[src/rtl/pipeline_hazard_ctrl.sv]
// Decode-side sequencing control: load-use and branch-operand stalls, taken-branch flush, and
// the trap-entry drain/redirect sequence. Optional performance counters under PERF_CNT_EN.
module pipeline_hazard_ctrl #(
    parameter int unsigned DRAIN_CYCLES = 2,
    parameter int unsigned CNT_W        = 32
) (
    input  logic             clk,
    input  logic             reset,
    input  logic [4:0]       rs1_D,
    input  logic [4:0]       rs2_D,
    input  logic             use_rs1_D,
    input  logic             use_rs2_D,
    input  logic             br_op_D,
    input  logic             branch_taken_D,
    input  logic [4:0]       rd_E,
    input  logic             RegWrite_E,
    input  logic             MemRead_E,
    input  logic [4:0]       rd_M,
    input  logic             RegWrite_M,
    input  logic             MemRead_M,
    input  logic             exception_D,
    output logic             stall_F,
    output logic             stall_D,
    output logic             flush_D,
    output logic             flush_E,
    output logic [1:0]       pc_sel,
    output logic             trap_busy
`ifdef PERF_CNT_EN
    ,
    output logic [CNT_W-1:0] stall_cnt,
    output logic [CNT_W-1:0] flush_cnt,
    output logic [CNT_W-1:0] trap_cnt
`endif
);

    if (DRAIN_CYCLES < 1 || DRAIN_CYCLES > 15 || CNT_W < 1) begin : g_param_chk
        $error("pipeline_hazard_ctrl: DRAIN_CYCLES must be 1..15 and CNT_W >= 1");
    end

    typedef enum logic [1:0] {StRun, StDrain, StRedirect} state_e;

    localparam logic [3:0] DrainLoad = 4'(DRAIN_CYCLES - 1);

    state_e     state_q, state_d;
    logic [3:0] drain_cnt_q, drain_cnt_d;

    logic e_match, m_match, ld_use, br_haz;
    logic trap_entry, br_flush;

    always_comb begin
        e_match = (use_rs1_D && (rd_E == rs1_D)) || (use_rs2_D && (rd_E == rs2_D));
        m_match = (use_rs1_D && (rd_M == rs1_D)) || (use_rs2_D && (rd_M == rs2_D));
        ld_use  = MemRead_E && (rd_E != 5'd0) && e_match;
        // ALU results in MEM are forwarded to decode; only a load there still blocks a branch.
        br_haz  = br_op_D && ((RegWrite_E && (rd_E != 5'd0) && e_match) ||
                              (RegWrite_M && MemRead_M && (rd_M != 5'd0) && m_match));
    end

    always_comb begin
        state_d     = state_q;
        drain_cnt_d = drain_cnt_q;
        stall_F     = 1'b0;
        stall_D     = 1'b0;
        flush_D     = 1'b0;
        flush_E     = 1'b0;
        pc_sel      = 2'b00;
        trap_busy   = 1'b0;
        trap_entry  = 1'b0;
        br_flush    = 1'b0;
        if (!reset) begin
            case (state_q)
                StRun: begin
                    if (exception_D) begin
                        stall_F     = 1'b1;
                        stall_D     = 1'b1;
                        flush_E     = 1'b1;
                        trap_entry  = 1'b1;
                        drain_cnt_d = DrainLoad;
                        // The entry cycle is itself the first drain cycle.
                        state_d     = (DRAIN_CYCLES <= 1) ? StRedirect : StDrain;
                    end else if (ld_use || br_haz) begin
                        stall_F = 1'b1;
                        stall_D = 1'b1;
                        flush_E = 1'b1;
                    end else if (branch_taken_D) begin
                        pc_sel   = 2'b01;
                        flush_D  = 1'b1;
                        br_flush = 1'b1;
                    end
                end
                StDrain: begin
                    stall_F   = 1'b1;
                    stall_D   = 1'b1;
                    flush_E   = 1'b1;
                    trap_busy = 1'b1;
                    if (drain_cnt_q != 4'd0) begin
                        drain_cnt_d = drain_cnt_q - 4'd1;
                    end
                    if (drain_cnt_q <= 4'd1) begin
                        state_d = StRedirect;
                    end
                end
                StRedirect: begin
                    pc_sel    = 2'b10;
                    flush_D   = 1'b1;
                    flush_E   = 1'b1;
                    trap_busy = 1'b1;
                    state_d   = StRun;
                end
                default: state_d = StRun;
            endcase
        end
    end

    always_ff @(posedge clk) begin
        if (reset) begin
            state_q     <= StRun;
            drain_cnt_q <= 4'd0;
        end else begin
            state_q     <= state_d;
            drain_cnt_q <= drain_cnt_d;
        end
    end

`ifdef PERF_CNT_EN
    logic [CNT_W-1:0] stall_cnt_q, stall_cnt_d;
    logic [CNT_W-1:0] flush_cnt_q, flush_cnt_d;
    logic [CNT_W-1:0] trap_cnt_q, trap_cnt_d;

    always_comb begin
        stall_cnt_d = stall_cnt_q;
        flush_cnt_d = flush_cnt_q;
        trap_cnt_d  = trap_cnt_q;
        if ((state_q == StRun) && stall_D) begin
            stall_cnt_d = stall_cnt_q + CNT_W'(1);
        end
        if (br_flush) begin
            flush_cnt_d = flush_cnt_q + CNT_W'(1);
        end
        if (trap_entry) begin
            trap_cnt_d = trap_cnt_q + CNT_W'(1);
        end
    end

    always_ff @(posedge clk) begin
        if (reset) begin
            stall_cnt_q <= '0;
            flush_cnt_q <= '0;
            trap_cnt_q  <= '0;
        end else begin
            stall_cnt_q <= stall_cnt_d;
            flush_cnt_q <= flush_cnt_d;
            trap_cnt_q  <= trap_cnt_d;
        end
    end

    assign stall_cnt = stall_cnt_q;
    assign flush_cnt = flush_cnt_q;
    assign trap_cnt  = trap_cnt_q;
`endif

endmodule

[config.mk]
export PLATFORM = sky130hd
export DESIGN_NAME = pipeline_hazard_ctrl
export DESIGN_NICKNAME = d
export VERILOG_FILES = /design/src/rtl/pipeline_hazard_ctrl.sv
export SDC_FILE = /design/constraint.sdc
export NUM_CORES = 1
export LEC_CHECK = 0
export BUFFER_PORTS_ARGS = -buffer_cell sky130_fd_sc_hd__clkbuf_2
export CAP_MARGIN = 20
export CORE_MARGIN = 8
export CORE_UTILIZATION = 47
export CTS_BUF_LIST = sky130_fd_sc_hd__clkbuf_4 sky130_fd_sc_hd__clkbuf_8
export CTS_CLUSTER_SIZE = 12
export DETAILED_ROUTE_END_ITERATION = 7
export HOLD_SLACK_MARGIN = 0.03
export PLACE_DENSITY = 0.93
export SYNTH_ARGS = -nofsm -noshare
export SYNTH_HDL_FRONTEND = slang
export SYNTH_SLANG_ARGS = --single-unit
[constraint.sdc]
create_clock -name clk -period 1.7 [get_ports clk]
set_input_delay 0.085 -clock clk [delete_from_list [all_inputs] [get_ports clk]]
set_output_delay 0.085 -clock clk [all_outputs]
set_load 0.03 [all_outputs]
==> metrics.yaml, run 1 <==
outcome: "finished, final reports clean"
place_congestion: 0.905
drtIter0Drc: 35
finalHoldViolations: 0
yosys.area.top_type_share_pct: 22.1
drt-wirelength-per-cell_um: 15.8
power_density_nw_per_um2: 919
hp-class: "input port to register"
cts_buffer_depth: 2
synth_top_family_by_area: "XOR/XNOR gates"
synth_compound_area_share_pct: 20.5
endpoint_kind: "output port"
viasPerCell: 5.64
synth_xor_area_share_pct: 24.3
worst_setup_path_start_kind: "register"
cts_tree: "yes"
grt_setup_unrepaired: "no"
fin_tns_setup_ns: 0
die_w_um: 57.1
synth.mux.area_fraction_pct: 2.52
period_needed_ns: 1.63
initial_core_util_pct: 48.0
grt_pass1_vias: 954
stdcell_count: 157
synth-seq-cells: 6
vias: 885
dieArea_um2: 3260
insertion_delay_ns: 0.25
rows: 15
clock-sinks: 6
synth.distinct_cells: 28
antenna_found_initial: 0
area_delta_synth_final_pct: 31.2
nets: 180
postSynthCellCount: 102
path_cells: "inv_2 > ha_4 > nor2b_2 > and3_2 > clkbuf_2"
setup_viol: 0
cts-root-buf: "clkbuf_4"
peakVddDrop_mv: 0.565
wl_um: 2480
cap_violations: 0
synth-simple-area-share_pct: 22.1
syn_avg_cell_area_um2: 7.78
dp.cells: 153
leakage_nw: 0.454
skew_ns: 0.00424
yosysWarnings: 0
multi_input_area_um2: 661
clk_pin_slew_ns: 0.05
synth_fa_ha_area_share_pct: 11.0
critPathKind: "register to output port"
gr-total-overflow: 0
fillers: 137
seq_area_frac_synth_pct: 15.1
critPathArrivalTime_ns: 1.55
drc_errors: 0
io_pins: 38
seqCellArea_um2: 123
yosysTopAreaCell: "xnor2_1"
worstMarginPinSlew_ns: 0.287
r2r-start: "drain_cnt_q[0]"
cts_buffers: 3
cts.hold.buffers_added: 0
worst_path_largest_cell_delay_ns: 0.34
worstPathMaxFanout: 10
dr.pass1.iters: 4
startpoint: "state_q[0]"
drive_above_1_share_pct: 37.1
fin_crit_sh_pct: 95.9
track_usage_pct: 14.5
synthTopCellsByArea: "xnor2_1, dfxtp_1, ha_1, a21oi_1, nor2_1"
fmax_mhz: 613
h-tree-depth: 1
worstPathRequired_ns: 1.62
grt_max_degree: 13
mappedNetlistNets: 140
io_buffer_count: 37
hold_start: "reset"
synthesis.area_um2: 793
insertedDiodeCount: 0
slowest_stage: "dfxtp_2"
grt_first_pass_wirelength_um: 3980
core_region_area_um2: 1650
maxSlewViolCount: 0
ant_nets: 0
fp.dieH_um: 57.1
slew_headroom_pct: 80.9
dpl.hpwl_um: 2030
-- through the flow --
stage	hold slack, ns	total power (W)	utilization (%)	worst slack [ns]	cell area, um^2
global route	0.223	0.00103	63.0	0.00546	1040
global placement	0.443	0.000745	59.8	0.155	988
CTS	0.196	0.000941	62.9	0.0310	1040
finish	0.207	0.000957	63.0	0.0697	1040
floorplan	0.247	0.000621	-	0.0432	798
detailed placement	0.465	0.000765	59.8	0.0902	988
-- Yosys cell counts, drive strengths merged --
cell and number:
a2111oi 1, a211oi 3, a21boi 1, a21oi 8, a22oi 1, a31oi 1, a32o 1, and2b 2
and3 1, buf 2, clkbuf 1, dfxtp 6, ha 7, inv 5, mux2i 2, nand2 7
nand2b 2, nand3 1, nand4 4, nor2 9, nor2b 4, nor3 5, o211ai 2, o21ai 2
o22ai 2, xnor2 20, xor2 2
-- metal layers --
| layer | up-vias | part of all wire, % | track usage, % |
|---|---|---|---|
| met4 | 0 | 1.2 | 5.70 |
| met3 | 4 | 4.3 | 4.43 |
| li1 | 431 | - | - |
| met5 | - | 0 | 0 |
| met2 | 31 | 56 | 26.4 |
| met1 | 419 | 38 | 15.0 |
-- cells in the final DEF (no fill, tap or decap), drive strengths merged --
cell     netlist  routed
nand2b         2       2
nand3          1       1
a22oi          1       1
o211ai         2       2
ha             7       7
xnor2         20      20
buf            2       3
a21oi          8       8
nor3           5       5
inv            5       5
and3           1       1
and2b          2       2
nor2b          4       4
clkbuf         1      38
nand2          7       7
a32o           1       1
o22ai          2       2
mux2i          2       2
o21ai          2       2
a211oi         3       3
a2111oi        1       1
nand4          4       4
a21boi         1       1
nor2           9       9
xor2           2       2
a31oi          1       1
dfxtp          6       6
-- logic make-up (layout without fill, tap and decap cells) --
family / Yosys count / after routing
AND/OR/NAND/NOR: 35 / 35
XOR/XNOR: 22 / 22
buffers and inverters: 8 / 46
adder cells (fa/ha/maj): 7 / 7
AO/OA/AOI/OAI: 22 / 22
flip-flops: 6 / 6
multiplexers: 2 / 2
-- where the power goes --
group | leakage, nW | internal (W) | switching (W)
clock network | 0.0138 | 0.0000803 | 0.0000585
registers | 0.0500 | 0.000181 | 0.0000359
logic | 0.390 | 0.000260 | 0.000341
total | 0.454 | 0.000521 | 0.000436
-- what timing repair did --
action / CTS / global route
cloned: 0 / 0
resized for setup: 7 / 3
endpoints found under the setup margin: 5 / 4
buffers inserted: 1 / 0
pin swaps: 1 / 1
-- layout make-up --
cell class | instances | share of cell area, %
multi-input combinational | 88 | 63.5
sequential | 6 | 11.8
timing repair buffer | 38 | 18.7
clock buffer | 3 | 2.16
tap | 17 | 2.04
inverter | 5 | 1.80
-- final timing paths --
check                                      end  slack, ns  depth (start not counted)
worst min-delay path            drain_cnt_q[3]       0.21                          2
worst max-delay path                 pc_sel[0]       0.07                          5
worst min register to register      state_q[0]       0.55                          2
worst max register to register  drain_cnt_q[2]       0.09                          6
-- critical path: cells and delay by family, from the launching register on --
kind / cells / cell delay (ns)
buf+inv: 2 / 0.30
fa+ha+maj: 1 / 0.20
simple gates: 2 / 0.45
flops: 1 / 0.34
-- registers in the layout, indices dropped and copies added, names as in the netlist --
register / cells
drain_cnt_q: 4
state_q: 2
No activity file was read; power rests on OpenSTA's default activity.
==> run 2: changes to the inputs <==
--- a/config.mk
+++ b/config.mk
@@ -5,15 +5,16 @@
 export SDC_FILE = /design/constraint.sdc
 export NUM_CORES = 1
 export LEC_CHECK = 0
+export ABC_AREA = 1
 export BUFFER_PORTS_ARGS = -buffer_cell sky130_fd_sc_hd__clkbuf_2
 export CAP_MARGIN = 20
 export CORE_MARGIN = 8
-export CORE_UTILIZATION = 47
+export CORE_UTILIZATION = 49
 export CTS_BUF_LIST = sky130_fd_sc_hd__clkbuf_4 sky130_fd_sc_hd__clkbuf_8
 export CTS_CLUSTER_SIZE = 12
 export DETAILED_ROUTE_END_ITERATION = 7
 export HOLD_SLACK_MARGIN = 0.03
-export PLACE_DENSITY = 0.93
+export PLACE_DENSITY = 0.94
 export SYNTH_ARGS = -nofsm -noshare
 export SYNTH_HDL_FRONTEND = slang
 export SYNTH_SLANG_ARGS = --single-unit
==> run 2 against run 1 <==
Net effect:
- sequential power rose by 19%
- routed wire length fell by 4.3%
- first-iteration DRC count fell by 2.9%
- count of clock-buffer cells in the layout did not move
- hold slack got worse by 0.11 ns
- non-clock buffer count fell by 1
- combinational power rose by 49%
- critical endpoint is now flush_D
- largest cell class unchanged
==> metrics.yaml, run 2 <==
outcome: "finished, final reports clean"
synth_edf_count: 0
hp-class: "input port to register"
drtIter0Drc: 34
yosysWarnings: 0
whs_ns: 0.101
dpl.hpwl_um: 2110
grt_max_degree: 9
slowest_stage: "dfxtp_1"
synthTopCellsByArea: "nand2_1, inv_1, dfxtp_1, nor2_1, ha_1"
finalHoldViolations: 0
clk_pin_slew_ns: 0.05
gr-total-overflow: 0
peakVddDrop_mv: 0.952
largest_reg_flops: 4
drt-wirelength-per-cell_um: 9.95
regMostFlops: "drain_cnt_q"
synth-simple-area-share_pct: 49.2
fp.dieH_um: 59.0
die_w_um: 59.0
period_needed_ns: 1.56
fin_crit_sh_pct: 91.8
endpoint_kind: "output port"
critPathArrivalTime_ns: 1.48
cts_tree: "yes"
mappedNetlistNets: 213
grt_pass1_vias: 1002
synthesis.area_um2: 907
yosys.area.top_type_share_pct: 28.6
seq_area_frac_synth_pct: 13.2
cap_violations: 0
synth.distinct_cells: 21
ys.flop_type: "dfxtp_1"
drive_above_1_share_pct: 23.0
synth_top_family_by_area: "simple AND/OR/NAND/NOR gates"
dpl_worst_slack_ns: 0.182
synth_compound_area_share_pct: 11.6
dp.cells: 235
final_util_pct: 65.9
nets: 253
skew_ns: 0.00448
fmax_mhz: 641
worstPathRequired_ns: 1.62
insertion_delay_ns: 0.25
synthMostInstantiatedCell: "nand2_1"
worstMarginPinSlew_ns: 0.293
cts.hold.buffers_added: 0
setup_slack_ns: 0.139
min_path_cells: 2
dr.pass1.iters: 4
vias: 1097
critPathKind: "register to output port"
clock-sinks: 6
cts_buffer_depth: 2
final_cell_mix: "nand2_1, clkbuf_2, inv_1, nor2_1, a21oi_1"
synth-seq-cells: 6
mostFrequentLayoutCell: "nand2_1"
synthArstFlopShare_pct: 0
dieArea_um2: 3480
setup_viol: 0
power_density_nw_per_um2: 1140
path_cells: "inv_1 > ha_2 > nand3_1 > o21ai_0 > clkbuf_2"
rows: 15
wl_um: 2370
leakage_nw: 0.722
synth_xor_area_share_pct: 0.966
antenna_found_initial: 0
worst_r2r_path_depth: 8
place_congestion: 0.911
slew_headroom_pct: 80.4
maxSlewViolCount: 0
syn_avg_cell_area_um2: 5.18
insertedDiodeCount: 0
initial_core_util_pct: 52.5
worstPathMaxFanout: 5
synth_fa_ha_area_share_pct: 9.66
core_region_area_um2: 1730
track_usage_pct: 13.9
worst_path_largest_cell_delay_ns: 0.33
fin_tns_setup_ns: 0
io_pins: 38
postSynthCellCount: 175
io_buffer_count: 37
viasPerCell: 4.61
ant_nets: 0
synthTopCellsByCount: "nand2_1, inv_1, nor2_1"
yosysTopAreaCell: "nand2_1"
cts-root-buf: "clkbuf_4"
top_regs: "drain_cnt_q (4), state_q (2)"
area_delta_synth_final_pct: 25.4
synth.mux.area_fraction_pct: 0
worst_setup_path_start_kind: "register"
grt_first_pass_wirelength_um: 3910
stdcell_count: 238
cts_buffers: 3
h-tree-depth: 1
drc_errors: 0
grt_setup_unrepaired: "no"
-- run 2: changes by cell type after synthesis, moves of 3 or more --
cell | before | now
o21ai_0 | 2 | 5
nor3_1 | 5 | 1
nor2_1 | 9 | 25
xnor2_1 | 20 | 0
inv_1 | 5 | 33
a211oi_1 | 3 | 0
nand3_1 | 1 | 7
nor2b_1 | 4 | 0
nand2_1 | 7 | 69
-- run 2: layout make-up --
type | count | area (um^2)
clock buffer | 3 | 22.5
fill | 187 | 589
multi-input combinational | 133 | 651
sequential | 6 | 120
inverter | 34 | 128
tap | 25 | 31.3
timing repair buffer | 37 | 185
-- run 2: through the flow --
step	cell area, um^2	total power, W
2_1_floorplan	907	0.000941
3_3_place_gp	1110	0.00112
3_5_place_dp	1110	0.00115
4_1_cts	1130	0.00130
5_1_grt	1140	0.00144
6_report	1140	0.00129
-- run 2: power breakdown --
part           internal (W)  leakage, nW  switching (W)  total (W)
combinational      0.000319        0.659       0.000577   0.000897
sequential         0.000201       0.0494      0.0000572   0.000258
clock             0.0000802       0.0138      0.0000571   0.000137
-- run 2: per-layer routing --
layer | GRT usage [%] | vias up | part of all wire (%)
met5 | 0 | - | 0
met4 | 2.73 | 0 | 0
met3 | 5.86 | 0 | 7.9
met2 | 21.5 | 38 | 45
met1 | 17.5 | 457 | 47
li1 | - | 602 | -
-- run 2: worst max-delay path, delay by kind of cell, from the launching register on --
family	cells	cell delay [ns]
buffers and inverters	2	0.36
DFF	1	0.33
adders and majority gates	1	0.24
AOI/OAI and AO/OA	1	0.18
and+or+nand+nor	1	0.11
-- run 2: logic make-up after synthesis --
kind of cell,after synthesis
AOI/OAI and AO/OA,16
and+or+nand+nor,109
adders and majority gates,7
buffers and inverters,36
DFF,6
xor gates and xnor gates,1
-- run 2: what timing repair did --
item                                    4_1_cts  5_1_grt
endpoints found under the setup margin        0        2
gates resized for setup                       0        1
setup buffers                                 0        0
-- run 2: worst paths after layout --
kind | startpoint | to | slack [ns]
worst max-delay path | state_q[0] | flush_D | 0.14
worst min-delay path | reset | drain_cnt_q[0] | 0.10
worst max register to register | state_q[1] | drain_cnt_q[3] | 0.18
worst min register to register | drain_cnt_q[0] | drain_cnt_q[0] | 0.51
==> run 3: changes to the inputs <==
--- a/config.mk
+++ b/config.mk
@@ -6,15 +6,15 @@
 export NUM_CORES = 1
 export LEC_CHECK = 0
 export ABC_AREA = 1
-export BUFFER_PORTS_ARGS = -buffer_cell sky130_fd_sc_hd__clkbuf_2
 export CAP_MARGIN = 20
 export CORE_MARGIN = 8
-export CORE_UTILIZATION = 49
+export CORE_UTILIZATION = 55
 export CTS_BUF_LIST = sky130_fd_sc_hd__clkbuf_4 sky130_fd_sc_hd__clkbuf_8
 export CTS_CLUSTER_SIZE = 12
 export DETAILED_ROUTE_END_ITERATION = 7
+export DONT_BUFFER_PORTS = 1
 export HOLD_SLACK_MARGIN = 0.03
-export PLACE_DENSITY = 0.94
+export PLACE_DENSITY = 0.82
 export SYNTH_ARGS = -nofsm -noshare
 export SYNTH_HDL_FRONTEND = slang
 export SYNTH_SLANG_ARGS = --single-unit
==> run 3 against run 2 <==
Net effect:
- worst setup slack improved by 0.035 ns
- global-route usage shrank 0.086 points
- via count is 7.1% lower
- hold slack lost 0.046 ns
- count of clock-buffer cells in the layout did not move
- critical endpoint is now drain_cnt_q[1]
- largest cell class unchanged
==> metrics.yaml, run 3 (synthesis results as in run 2) <==
final_cell_mix: "nand2_1, inv_1, nor2_1, a21oi_1"
clock-sinks: 6
fmax_mhz: 655
cap_violations: 0
outcome: "finished, final reports clean"
fp.dieH_um: 56.6
grt_setup_unrepaired: "no"
io_buffer_count: 0
slew_headroom_pct: 63.0
cts_buffers: 3
seqPwrFrac_pct: 20.6
ant_nets: 0
drive_above_1_share_pct: 9.34
worstPathRequired_ns: 1.84
power_density_nw_per_um2: 1270
hp-class: "input port to register"
viasPerCell: 5.15
track_usage_pct: 13.8
regMostFlops: "drain_cnt_q"
worstPathMaxFanout: 5
grt_first_pass_wirelength_um: 3750
rows: 14
leakage_nw: 0.598
nets: 222
dp.cells: 194
fin_tns_setup_ns: 0
dr.pass1.iters: 4
cts_setup_buffers: 0
grt_max_degree: 7
worst_setup_path_start_kind: "register"
cts-root-buf: "clkbuf_4"
antenna_found_initial: 0
cts_tree: "yes"
cts_buffer_depth: 2
skew_ns: 0.00103
largest_reg_flops: 4
clk_pin_slew_ns: 0.05
io_pins: 38
setup_viol: 0
swShare_pct: 52.8
endpoint_kind: "register"
grt_pass1_vias: 938
place_congestion: 0.885
finalHoldViolations: 0
drtIter0Drc: 31
drc_errors: 0
stdcell_count: 198
wl_um: 2240
switching_power_w: 0.000664
h-tree-depth: 1
dpl.hpwl_um: 1910
p_clk_share_pct: 11.0
gr-total-overflow: 0
dieArea_um2: 3200
area_delta_synth_final_pct: 8.83
vias: 1019
initial_core_util_pct: 59.5
top_regs: "drain_cnt_q (4), state_q (2)"
period_needed_ns: 1.53
internal-power_w: 0.000594
whs_ns: 0.0553
insertion_delay_ns: 0.25
insertedDiodeCount: 0
core_region_area_um2: 1520
peakVddDrop_mv: 0.983
worstMarginPinSlew_ns: 0.553
die_w_um: 56.6
worst-r2r-setup-slack_ns: 0.17
critPathKind: "register to register"
drt-wirelength-per-cell_um: 11.3
critPathArrivalTime_ns: 1.67
maxSlewViolCount: 0
p_comb_share_pct: 68.3
fin_crit_sh_pct: 89.8
mostFrequentLayoutCell: "nand2_1"
==> run 3: changes by cell type in the layout (fill, tap and decap cells not counted), sizes merged <==
cell,change
clkbuf,-37
buf,+5
dlygate4sd3,+1
==> run 3: routing by layer <==
metal  vias to the layer above  share of wire (%)  global-route usage (%)
li1                        541                  -                       -
met1                       435                 42                    16.4
met2                        39                 46                    21.9
met3                         4                 11                    6.29
met4                         0               0.71                    3.09
met5                         -                  0                       0
==> run 3: power by group through the flow <==
stage                     clock [W]  combinational (W)  sequential [W]
after floorplan                   0           0.000696        0.000245
after global placement            0           0.000824        0.000254
after detailed placement          0           0.000849        0.000259
after CTS                  0.000145           0.000862        0.000256
after global routing       0.000147           0.000975        0.000268
final                      0.000139           0.000860        0.000260
==> run 3: layout make-up <==
cell class	instances	area [um^2]
clock buffer	3	22.5
multi-input combinational	133	648
fill	137	537
timing repair buffer	6	47.5
inverter	34	128
sequential	6	121
tap	16	20.0
==> run 3: worst max-delay path: stages (launching register included) <==
cell	delay, ns
dfxtp_1	0.32
inv_1	0.13
ha_1	0.25
inv_1	0.05
nor2_1	0.26
inv_1	0.10
nand2_1	0.09
nor2_1	0.04
a21oi_1	0.11
nor2_1	0.06
==> run 3: final timing paths <==
check,depth (start not counted),from,end
worst max-delay path,9,state_q[0],drain_cnt_q[1]
worst min-delay path,3,reset,state_q[0]
worst max register to register,9,state_q[0],drain_cnt_q[1]
worst min register to register,2,drain_cnt_q[0],drain_cnt_q[0]
==> run 3: per-stage QoR <==
| stage | util [%] | worst slack [ns] | instance area, um^2 | total power, W |
|---|---|---|---|---|
| floorplan | - | 0.111 | 907 | 0.000941 |
| global placement | 62.6 | 0.242 | 953 | 0.00108 |
| detailed placement | 62.6 | 0.189 | 953 | 0.00111 |
| CTS | 64.7 | 0.159 | 986 | 0.00126 |
| global route | 64.8 | 0.0366 | 987 | 0.00139 |
| finish | 64.8 | 0.174 | 987 | 0.00126 |
==> run 3: repair_timing <==
action | 4_1_cts | 5_1_grt
gates resized for setup | 0 | 1
setup endpoints to repair | 0 | 1
hold buffers | 1 | 0
endpoints found under the hold margin | 3 | 0
